===== src/rtl/seq_pkg.sv =====
// Shared constants and types for the serial pattern detector.
// Legal parameter ranges, default pattern and FSM encoding.
package seq_pkg;

    localparam int PAT_W_MIN = 2;
    localparam int PAT_W_MAX = 16;
    localparam int CNT_W_MIN = 2;

    localparam logic [3:0] DEF_PAT = 4'b1011;

    typedef enum logic {
        FILL  = 1'b0,
        ARMED = 1'b1
    } state_t;

endpackage


===== src/rtl/seq_detect_param_sat_counter.sv =====
// Saturating up-counter with a sticky all-ones flag.
// A clear and an increment on the same edge leave the count at one.
module sat_counter #(
    parameter int CNT_W = 4
) (
    input  logic             i_clk,
    input  logic             i_rst_n,
    input  logic             i_inc,
    input  logic             i_clr,
    output logic [CNT_W-1:0] o_count,
    output logic             o_sat
);

    logic [CNT_W-1:0] r_count;
    logic             r_sat;
    logic [CNT_W-1:0] w_base;
    logic [CNT_W-1:0] w_count_n;
    logic             w_sat_n;

    // Clear first, then count; the flag follows the new count.
    always_comb begin
        w_base    = i_clr ? '0 : r_count;
        w_count_n = w_base;
        if (i_inc && (w_base != '1)) begin
            w_count_n = w_base + 1'b1;
        end
        w_sat_n = (i_clr ? 1'b0 : r_sat) | (w_count_n == '1);
    end

    // Count and flag registers.
    always_ff @(posedge i_clk or negedge i_rst_n) begin
        if (!i_rst_n) begin
            r_count <= '0;
            r_sat   <= 1'b0;
        end else begin
            r_count <= w_count_n;
            r_sat   <= w_sat_n;
        end
    end

    assign o_count = r_count;
    assign o_sat   = r_sat;

endmodule


===== src/rtl/seq_detect_param.sv =====
// Serial bit-pattern detector with loadable pattern, optional overlap
// and a saturating match counter. All outputs are registered.
module seq_detect_param
    import seq_pkg::*;
#(
    parameter int               PAT_W       = 4,
    parameter int               CNT_W       = 4,
    parameter logic [PAT_W-1:0] DEFAULT_PAT = PAT_W'(DEF_PAT)
) (
    input  logic             clk,
    input  logic             rst,
    input  logic             in_valid,
    input  logic             in,
    input  logic [PAT_W-1:0] pat,
    input  logic             pat_load,
    input  logic             overlap_en,
    input  logic             cnt_clr,
    output logic             out,
    output logic [CNT_W-1:0] counter,
    output logic             cnt_sat
);

    localparam int FW = $clog2(PAT_W + 1);
    localparam logic [FW-1:0] FULL = FW'(PAT_W);

    state_t           r_state;
    state_t           w_state_n;
    logic [PAT_W-1:0] r_hist;
    logic [PAT_W-1:0] w_hist_n;
    logic [PAT_W-1:0] r_pat;
    logic [PAT_W-1:0] w_pat_n;
    logic [FW-1:0]    r_fill;
    logic [FW-1:0]    w_fill_n;
    logic             r_out;
    logic             w_out_n;

    logic [PAT_W-1:0] w_shift;
    logic [FW-1:0]    w_fill_inc;
    logic             w_hit;

    assign w_shift    = {r_hist[PAT_W-2:0], in};
    assign w_fill_inc = (r_state == ARMED) ? FULL : r_fill + 1'b1;
    assign w_hit      = in_valid && !pat_load &&
                        (w_fill_inc == FULL) && (w_shift == r_pat);

    // Next-state logic: pattern load beats a valid bit; no-overlap
    // restarts the fill count after a hit.
    always_comb begin
        w_state_n = r_state;
        w_hist_n  = r_hist;
        w_pat_n   = r_pat;
        w_fill_n  = r_fill;
        w_out_n   = 1'b0;
        if (pat_load) begin
            w_pat_n   = pat;
            w_hist_n  = '0;
            w_fill_n  = '0;
            w_state_n = FILL;
        end else if (in_valid) begin
            w_hist_n  = w_shift;
            w_fill_n  = w_fill_inc;
            w_state_n = (w_fill_inc == FULL) ? ARMED : FILL;
            w_out_n   = w_hit;
            if (w_hit && !overlap_en) begin
                w_fill_n  = '0;
                w_state_n = FILL;
            end
        end
    end

    // Detector state registers.
    always_ff @(posedge clk or negedge rst) begin
        if (!rst) begin
            r_state <= FILL;
            r_hist  <= '0;
            r_pat   <= DEFAULT_PAT;
            r_fill  <= '0;
            r_out   <= 1'b0;
        end else begin
            r_state <= w_state_n;
            r_hist  <= w_hist_n;
            r_pat   <= w_pat_n;
            r_fill  <= w_fill_n;
            r_out   <= w_out_n;
        end
    end

    sat_counter #(
        .CNT_W (CNT_W)
    ) u_cnt (
        .i_clk   (clk),
        .i_rst_n (rst),
        .i_inc   (w_hit),
        .i_clr   (cnt_clr),
        .o_count (counter),
        .o_sat   (cnt_sat)
    );

    assign out = r_out;

endmodule


===== config.mk =====
export PLATFORM = sky130hd
export DESIGN_NAME = seq_detect_param
export DESIGN_NICKNAME = d
export VERILOG_FILES = /design/src/rtl/seq_pkg.sv /design/src/rtl/seq_detect_param_sat_counter.sv /design/src/rtl/seq_detect_param.sv
export SDC_FILE = /design/constraint.sdc
export NUM_CORES = 1
export LEC_CHECK = 0
export ABC_CLOCK_PERIOD_IN_PS = 2600
export CAP_MARGIN = 25
export CORE_MARGIN = 3
export CORE_UTILIZATION = 53
export CTS_BUF_LIST = sky130_fd_sc_hd__clkbuf_2 sky130_fd_sc_hd__clkbuf_4 sky130_fd_sc_hd__clkbuf_8
export DETAILED_ROUTE_END_ITERATION = 10
export PLACE_DENSITY_LB_ADDON = 0.12
export SYNTH_ARGS = -nofsm -noshare
export SYNTH_HDL_FRONTEND = slang
export SYNTH_SLANG_ARGS = --single-unit

===== constraint.sdc =====
create_clock -name clk -period 2.6 [get_ports clk]
set_clock_uncertainty 0.1 [all_clocks]
set_input_delay 0.39 -clock clk [delete_from_list [all_inputs] [get_ports clk]]
set_output_delay 0.39 -clock clk [all_outputs]
set_load 0.01 [all_outputs]

==> out/results.txt, run 1 <==
RSZ-0062 raised after global routing - no
Fin. Hold Viols - 0
Synth Area in Simple Gates - 17.95%
status - finished, final reports clean
synthesis-to-layout area growth - 22.89%
post_cts resized - 0
# nets final - 121
DR pass1 iterations - 4
DIE HEIGHT - 48.61 µm
register area - 429.2 µm²
synthesized net count - 100
IO Pins - 17
Syn Std Cell Area - 962.2 µm²
Slowest-stage cell, CP - or4_4
final worst-path cycle share - 80.16%
vias per inst - 5.420
GP Congestion - 0.8167
DR vias - 710
Adder-Cell Fraction of Synth Area - 2.601%
core area - 1612 µm²
cts hold-fix bufs - 0
crit path max fanout - 7
number of global-route vias before repair - 724
Synth Area in XOR/XNOR - 7.022%
Skew-Pair Late Insertion Delay - 0.29 ns
GRT Total Usage - 18.55%
largest net degree at the start of global routing - 18
clock tree buffer depth - 2
max_slew headroom - 50.65%
synthesis-stage register bit count - 17
Layout fillers - 127
dpl ws - 0.2848 ns
root buffer cell - clkbuf_4
synthesized area per cell - 11.06 µm²
Synth cell types - 39
utilization after layout - 73.37%
synth warn - 0
Worst setup startpoint - r_fill[0]
Leakage - 0.0005202 µW
sequential share of the synthesized area - 44.60%
Worst Path Required - 2.69 ns
Worst-path clk slew - 0.10 ns
HPWL after detailed placement - 1419 µm
worst vdd ir - 0.4341 mV
crit path capture type - flip-flop
Fmax - 479.8 MHz
I/O Buffers - 16
Synth Area in Compound Gates - 15.08%
DRC - 0
GRT overflow - 0
CP arrival - 2.18 ns
Post-Synthesis Cells - 87
layout cells sized above 1 - 21.50%
WL per Instance - 14.47 µm
setup repair bufs after CTS - 0
min-delay src - r_fill[2]
global-route wire length before repair - 3332 µm
H-tree level count - 1
full die area - 2362 µm²
Final ANT Viol Nets - 0
Cell Pwr Density - 433.6 nW/µm²
clk sinks - 17
Iter 0 DRT Violations - 13
RR Startpoint - r_fill[0]
Die W - 48.61 µm
CTS tree - built
CP cell instances - ha_1 > nor2b_2 > o2111ai_4 > or4_4 > and3_1
final worst slack - 0.5159 ns
Max stage delay on crit path - 0.55 ns
Hold/Removal Path Class - flip-flop to flip-flop
initial core utilization - 59.70%
Rows - 14
setup TNS - 0 ns
CP Class - flip-flop to flip-flop
footprint of the multi-input gates - 495.5 µm²
final worst path period need - 2.084 ns
final setup violation count - 0
initial antenna violation count - 0
mux contribution to synthesized area - 8.843%
Slew Limit Fails - 0
Worst Tran Pin Value - 0.7379 ns
max capacitance violation total - 0
cts bufs inserted - 3
drt total wl - 1895 µm
largest family of logic cells by synthesized area - simple AND/OR/NAND/NOR gates
antenna cell count - 0
startpoint type of the worst setup path - flip-flop
==> cells by family after synthesis <==
logic type               Yosys count
AND/OR/NAND/NOR                   30
flip-flops                        17
AO/OA/AOI/OAI                     16
buffers and inverters              8
multiplexers                       8
XOR/XNOR                           6
adder cells (fa/ha/maj)            2
==> layer usage <==
metal | part of all wire (%) | up-vias | track usage, %
li1 | - | 347 | -
met1 | 45 | 341 | 22.75
met2 | 48 | 18 | 29.86
met3 | 4.9 | 4 | 4.601
met4 | 2.4 | 0 | 9.953
met5 | 0 | - | 0
==> placed cells by master (no fill, tap or decap), drive strengths merged, types with 3 or more instances in the layout <==
cell type | netlist | routed
clkdlybuf4s50 | 0 | 16
dfrtp | 14 | 14
nor2 | 8 | 8
inv | 6 | 6
nand2 | 5 | 5
xnor2 | 5 | 5
mux2i | 4 | 4
mux2 | 4 | 4
clkbuf | 1 | 4
nor2b | 4 | 4
dfstp | 3 | 3
nor3 | 3 | 3
==> final cells by class <==
class | instances | share of cell area [%]
clock buffers | 4 | 2.540
multi-input cells | 62 | 41.90
repair buffers | 18 | 14.81
inverters | 6 | 1.905
well taps | 24 | 2.540
flip-flops and latches | 17 | 36.30
==> worst max-delay path: cells and delay by family (launching register included) <==
| kind | cells | cell delay [ns] |
|---|---|---|
| AOI/OAI and AO/OA | 1 | 0.18 |
| adders and majority gates | 1 | 0.33 |
| DFF | 1 | 0.41 |
| and+or+nand+nor | 3 | 0.94 |
==> sequential cells by signal (all words and copies together), names as in the netlist <==
signal and flops:
r_pat 4, r_fill 3, r_state 1, out 1
u_cnt.o_count 4, r_hist 3, u_cnt.o_sat 1
==> final timing paths <==
kind / end / slack [ns] / depth (start not counted)
min in group asynchronous: r_fill[2] / 0.42 / 1
max reg2reg: u_cnt.o_count[3] / 0.52 / 5
min: r_fill[2] / 0.41 / 1
max in group asynchronous: r_pat[2] / 1.52 / 1
min reg2reg: r_fill[2] / 0.41 / 1
max: u_cnt.o_count[3] / 0.52 / 5
==> cell usage after synthesis <==
library cell   n  area share [%]
dfrtp_1       14              36
nor2_1         8             3.1
inv_1          6             2.3
nand2_1        5             2.0
mux2_2         4             4.7
mux2i_1        4             4.2
dfstp_2        3             8.2
nor2b_1        3             2.0
xnor2_1        3             2.7
a21o_1         2             1.6
a21oi_1        2             1.0
ha_1           2             2.6
nand2b_1       2             1.3
nor3_1         2             1.0
o21ai_0        2             1.0
xnor2_2        2             3.4
a211oi_1       1            0.78
a22oi_2        1             1.3
a31oi_1        1            0.65
and2_1         1            0.65
and2b_4        1             1.0
and3_1         1            0.65
buf_6          1             1.2
clkbuf_1       1            0.39
nand3_1        1            0.52
nand4b_1       1            0.91
nor2b_2        1            0.91
nor3_2         1             1.0
o2111ai_1      1            0.91
o2111ai_4      1             2.7
o211ai_2       1             1.3
o311a_1        1             1.0
o31a_1         1            0.91
o31ai_1        1            0.78
o32a_1         1             1.0
or2_2          1            0.65
or4_4          1             1.2
or4b_1         1             1.0
xor2_1         1            0.91
==> where the power goes <==
group | leakage, µW | total, µW | switching (µW) | internal, µW
Combinational | 0.000279 | 69.9 | 30.3 | 39.6
Clock | 0.0000184 | 155 | 85.2 | 70.2
Sequential | 0.000223 | 287 | 9.02 | 278
Total | 0.000520 | 513 | 124 | 388
==> through the flow <==
| step | hold WS (ns) | instance area (µm²) | total power (µW) | instances |
|---|---|---|---|---|
| after floorplan | -0.005591 | 962.2 | 333.6 | 87 |
| after global placement | 0.3848 | 1152 | 361.0 | 127 |
| after detailed placement | 0.3913 | 1152 | 362.9 | 127 |
| after CTS | 0.4157 | 1182 | 519.6 | 131 |
| after global routing | 0.4341 | 1182 | 540.8 | 131 |
| final | 0.4113 | 1182 | 512.7 | 131 |
(Power assumes the default switching activity.)
==> run 2, diff against run 1 <==
- ABC_CLOCK_PERIOD_IN_PS: 2600 -> 1800
- CORE_UTILIZATION: 53 -> 48
- clock period: 2.6 -> 1.8 ns (I/O delays scaled with it)
==> out/results.txt, run 2 (same netlist as run 1, synthesis figures left out) <==
status - complete, but fails checks
violations in the final reports - setup timing
largest net degree at the start of global routing - 18
Iter 0 DRT Violations - 12
HPWL after detailed placement - 1503 µm
crit path capture type - flip-flop
crit path max fanout - 7
Die W - 50.77 µm
Final Cell Area - 1361 µm²
Final ANT Viol Nets - 0
clk sinks - 17
RR Startpoint - r_fill[0]
Sw Ratio - 24.07%
DIE HEIGHT - 50.77 µm
final worst slack - -0.1146 ns
startpoint type of the worst setup path - flip-flop
cts bufs inserted - 3
WL per Instance - 13.93 µm
full die area - 2578 µm²
antenna cell count - 0
GP Congestion - 0.8891
Fmax - 522.3 MHz
final worst-path cycle share - 106.4%
vias per inst - 5.455
worst vdd ir - 0.3927 mV
CP cell instances - ha_4 > nor2b_4 > o2111ai_4 > or4_4 > o2111ai_2 > a22oi_2
Final Total Pwr - 758.2 µW
setup TNS - -0.4556 ns
CP arrival - 1.98 ns
DRC - 0
Placement Cell Area - 1257 µm²
# nets final - 132
max capacitance violation total - 0
synthesis-to-layout area growth - 41.48%
Worst-path clk slew - 0.10 ns
Fin. Hold Viols - 0
global-route wire length before repair - 3581 µm
clock tree buffer depth - 2
DR pass1 iterations - 4
Clock power frac - 28.4%
RSZ-0062 raised after global routing - yes
CTS tree - built
initial antenna violation count - 0
Worst Hold Margin - 0.2027 ns
final setup violation count - 6
Leakage - 0.0005952 µW
Cell Pwr Density - 557.0 nW/µm²
max_slew headroom - 76.52%
core area - 1802 µm²
initial core utilization - 53.40%
Max stage delay on crit path - 0.48 ns
Rows - 15
Net Sw Power - 182.5 µW
commonest non-fill, non-tap cell in the layout - clkdlybuf4s50_1
Slowest-stage cell, CP - or4_4
drt total wl - 1992 µm
commonest cells after routing, fill and taps aside - clkdlybuf4s50_1 (15), dfrtp_1 (14), buf_4 (13), nor2_1 (8), inv_1 (6)
Worst Path Required - 1.87 ns
final worst path period need - 1.915 ns
part of the power in registers - 55.2%
root buffer cell - clkbuf_4
CP Class - flip-flop to flip-flop
Combinational Power Share - 16.4%
Int Pwr - 575.7 µW
number of global-route vias before repair - 796
Worst Tran Pin Value - 0.3494 ns
DR vias - 780
Worst setup startpoint - r_fill[0]
Skew-Pair Late Insertion Delay - 0.28 ns
I/O Buffers - 16
H-tree level count - 1
Hold/Removal Path Class - primary input to async pin
GRT overflow - 0
GRT Total Usage - 18.25%
IO Pins - 17
Slew Limit Fails - 0
layout cells sized above 1 - 36.44%
## run 2: power by group through the flow
stage / clock [µW] / sequential [µW] / combinational, µW
5_1_grt: 250 / 421 / 136
6_report: 215 / 418 / 125
3_3_place_gp: 0 / 423 / 110
2_1_floorplan: 0 / 421 / 64.7
3_5_place_dp: 0 / 424 / 112
4_1_cts: 230 / 419 / 124
## run 2: final timing paths
path	slack (ns)	cells after the start	endpoint
setup / recovery	-0.11	6	u_cnt.o_sat
hold / removal	0.20	2	r_fill[1]
setup reg to reg	-0.11	6	u_cnt.o_sat
hold reg to reg	0.46	2	r_hist[2]
max in group asynchronous	1.15	2	r_pat[1]
min in group clk	0.39	5	u_cnt.o_sat
## run 2: final cells by class
class | count | area, µm²
Tap cell | 25 | 31.28
Clock buffer | 4 | 30.03
Inverter | 6 | 22.52
Timing Repair Buffer | 29 | 260.3
Multi-Input combinational cell | 62 | 588.1
Sequential cell | 17 | 429.2
Fill cell | 139 | 440.4
## run 2: timing repair
action,in CTS,in global routing
pin swaps,5,4
gates resized for setup,9,1
buffers inserted,1,1
hold buffers,0,0
setup endpoints to repair,7,9
## run 2: worst max-delay path, delay by kind of cell (launching register included)
| family | cells | cell delay (ns) |
|---|---|---|
| adder cells (fa/ha/maj) | 1 | 0.26 |
| flip-flops | 1 | 0.42 |
| AND/OR/NAND/NOR | 2 | 0.63 |
| AO/OA/AOI/OAI | 3 | 0.40 |
## run 2: layer usage
layer | global-route usage [%] | part of all wire (%) | wire [µm]
met5 | 0 | 0 | 0
met4 | 4.036 | 0.55 | 11
met3 | 2.671 | 2.8 | 56
met2 | 32.61 | 54 | 1071
met1 | 23.15 | 43 | 853
## run 2: through the flow
step / std cells / worst slack, ns / utilization, %
6_report: 143 / -0.1146 / 75.56
4_1_cts: 142 / -0.1124 / 75.00
3_5_place_dp: 137 / -0.3649 / 69.79
3_3_place_gp: 137 / -0.3426 / 69.79
5_1_grt: 143 / -0.2071 / 75.56
2_1_floorplan: 87 / -0.03789 / -
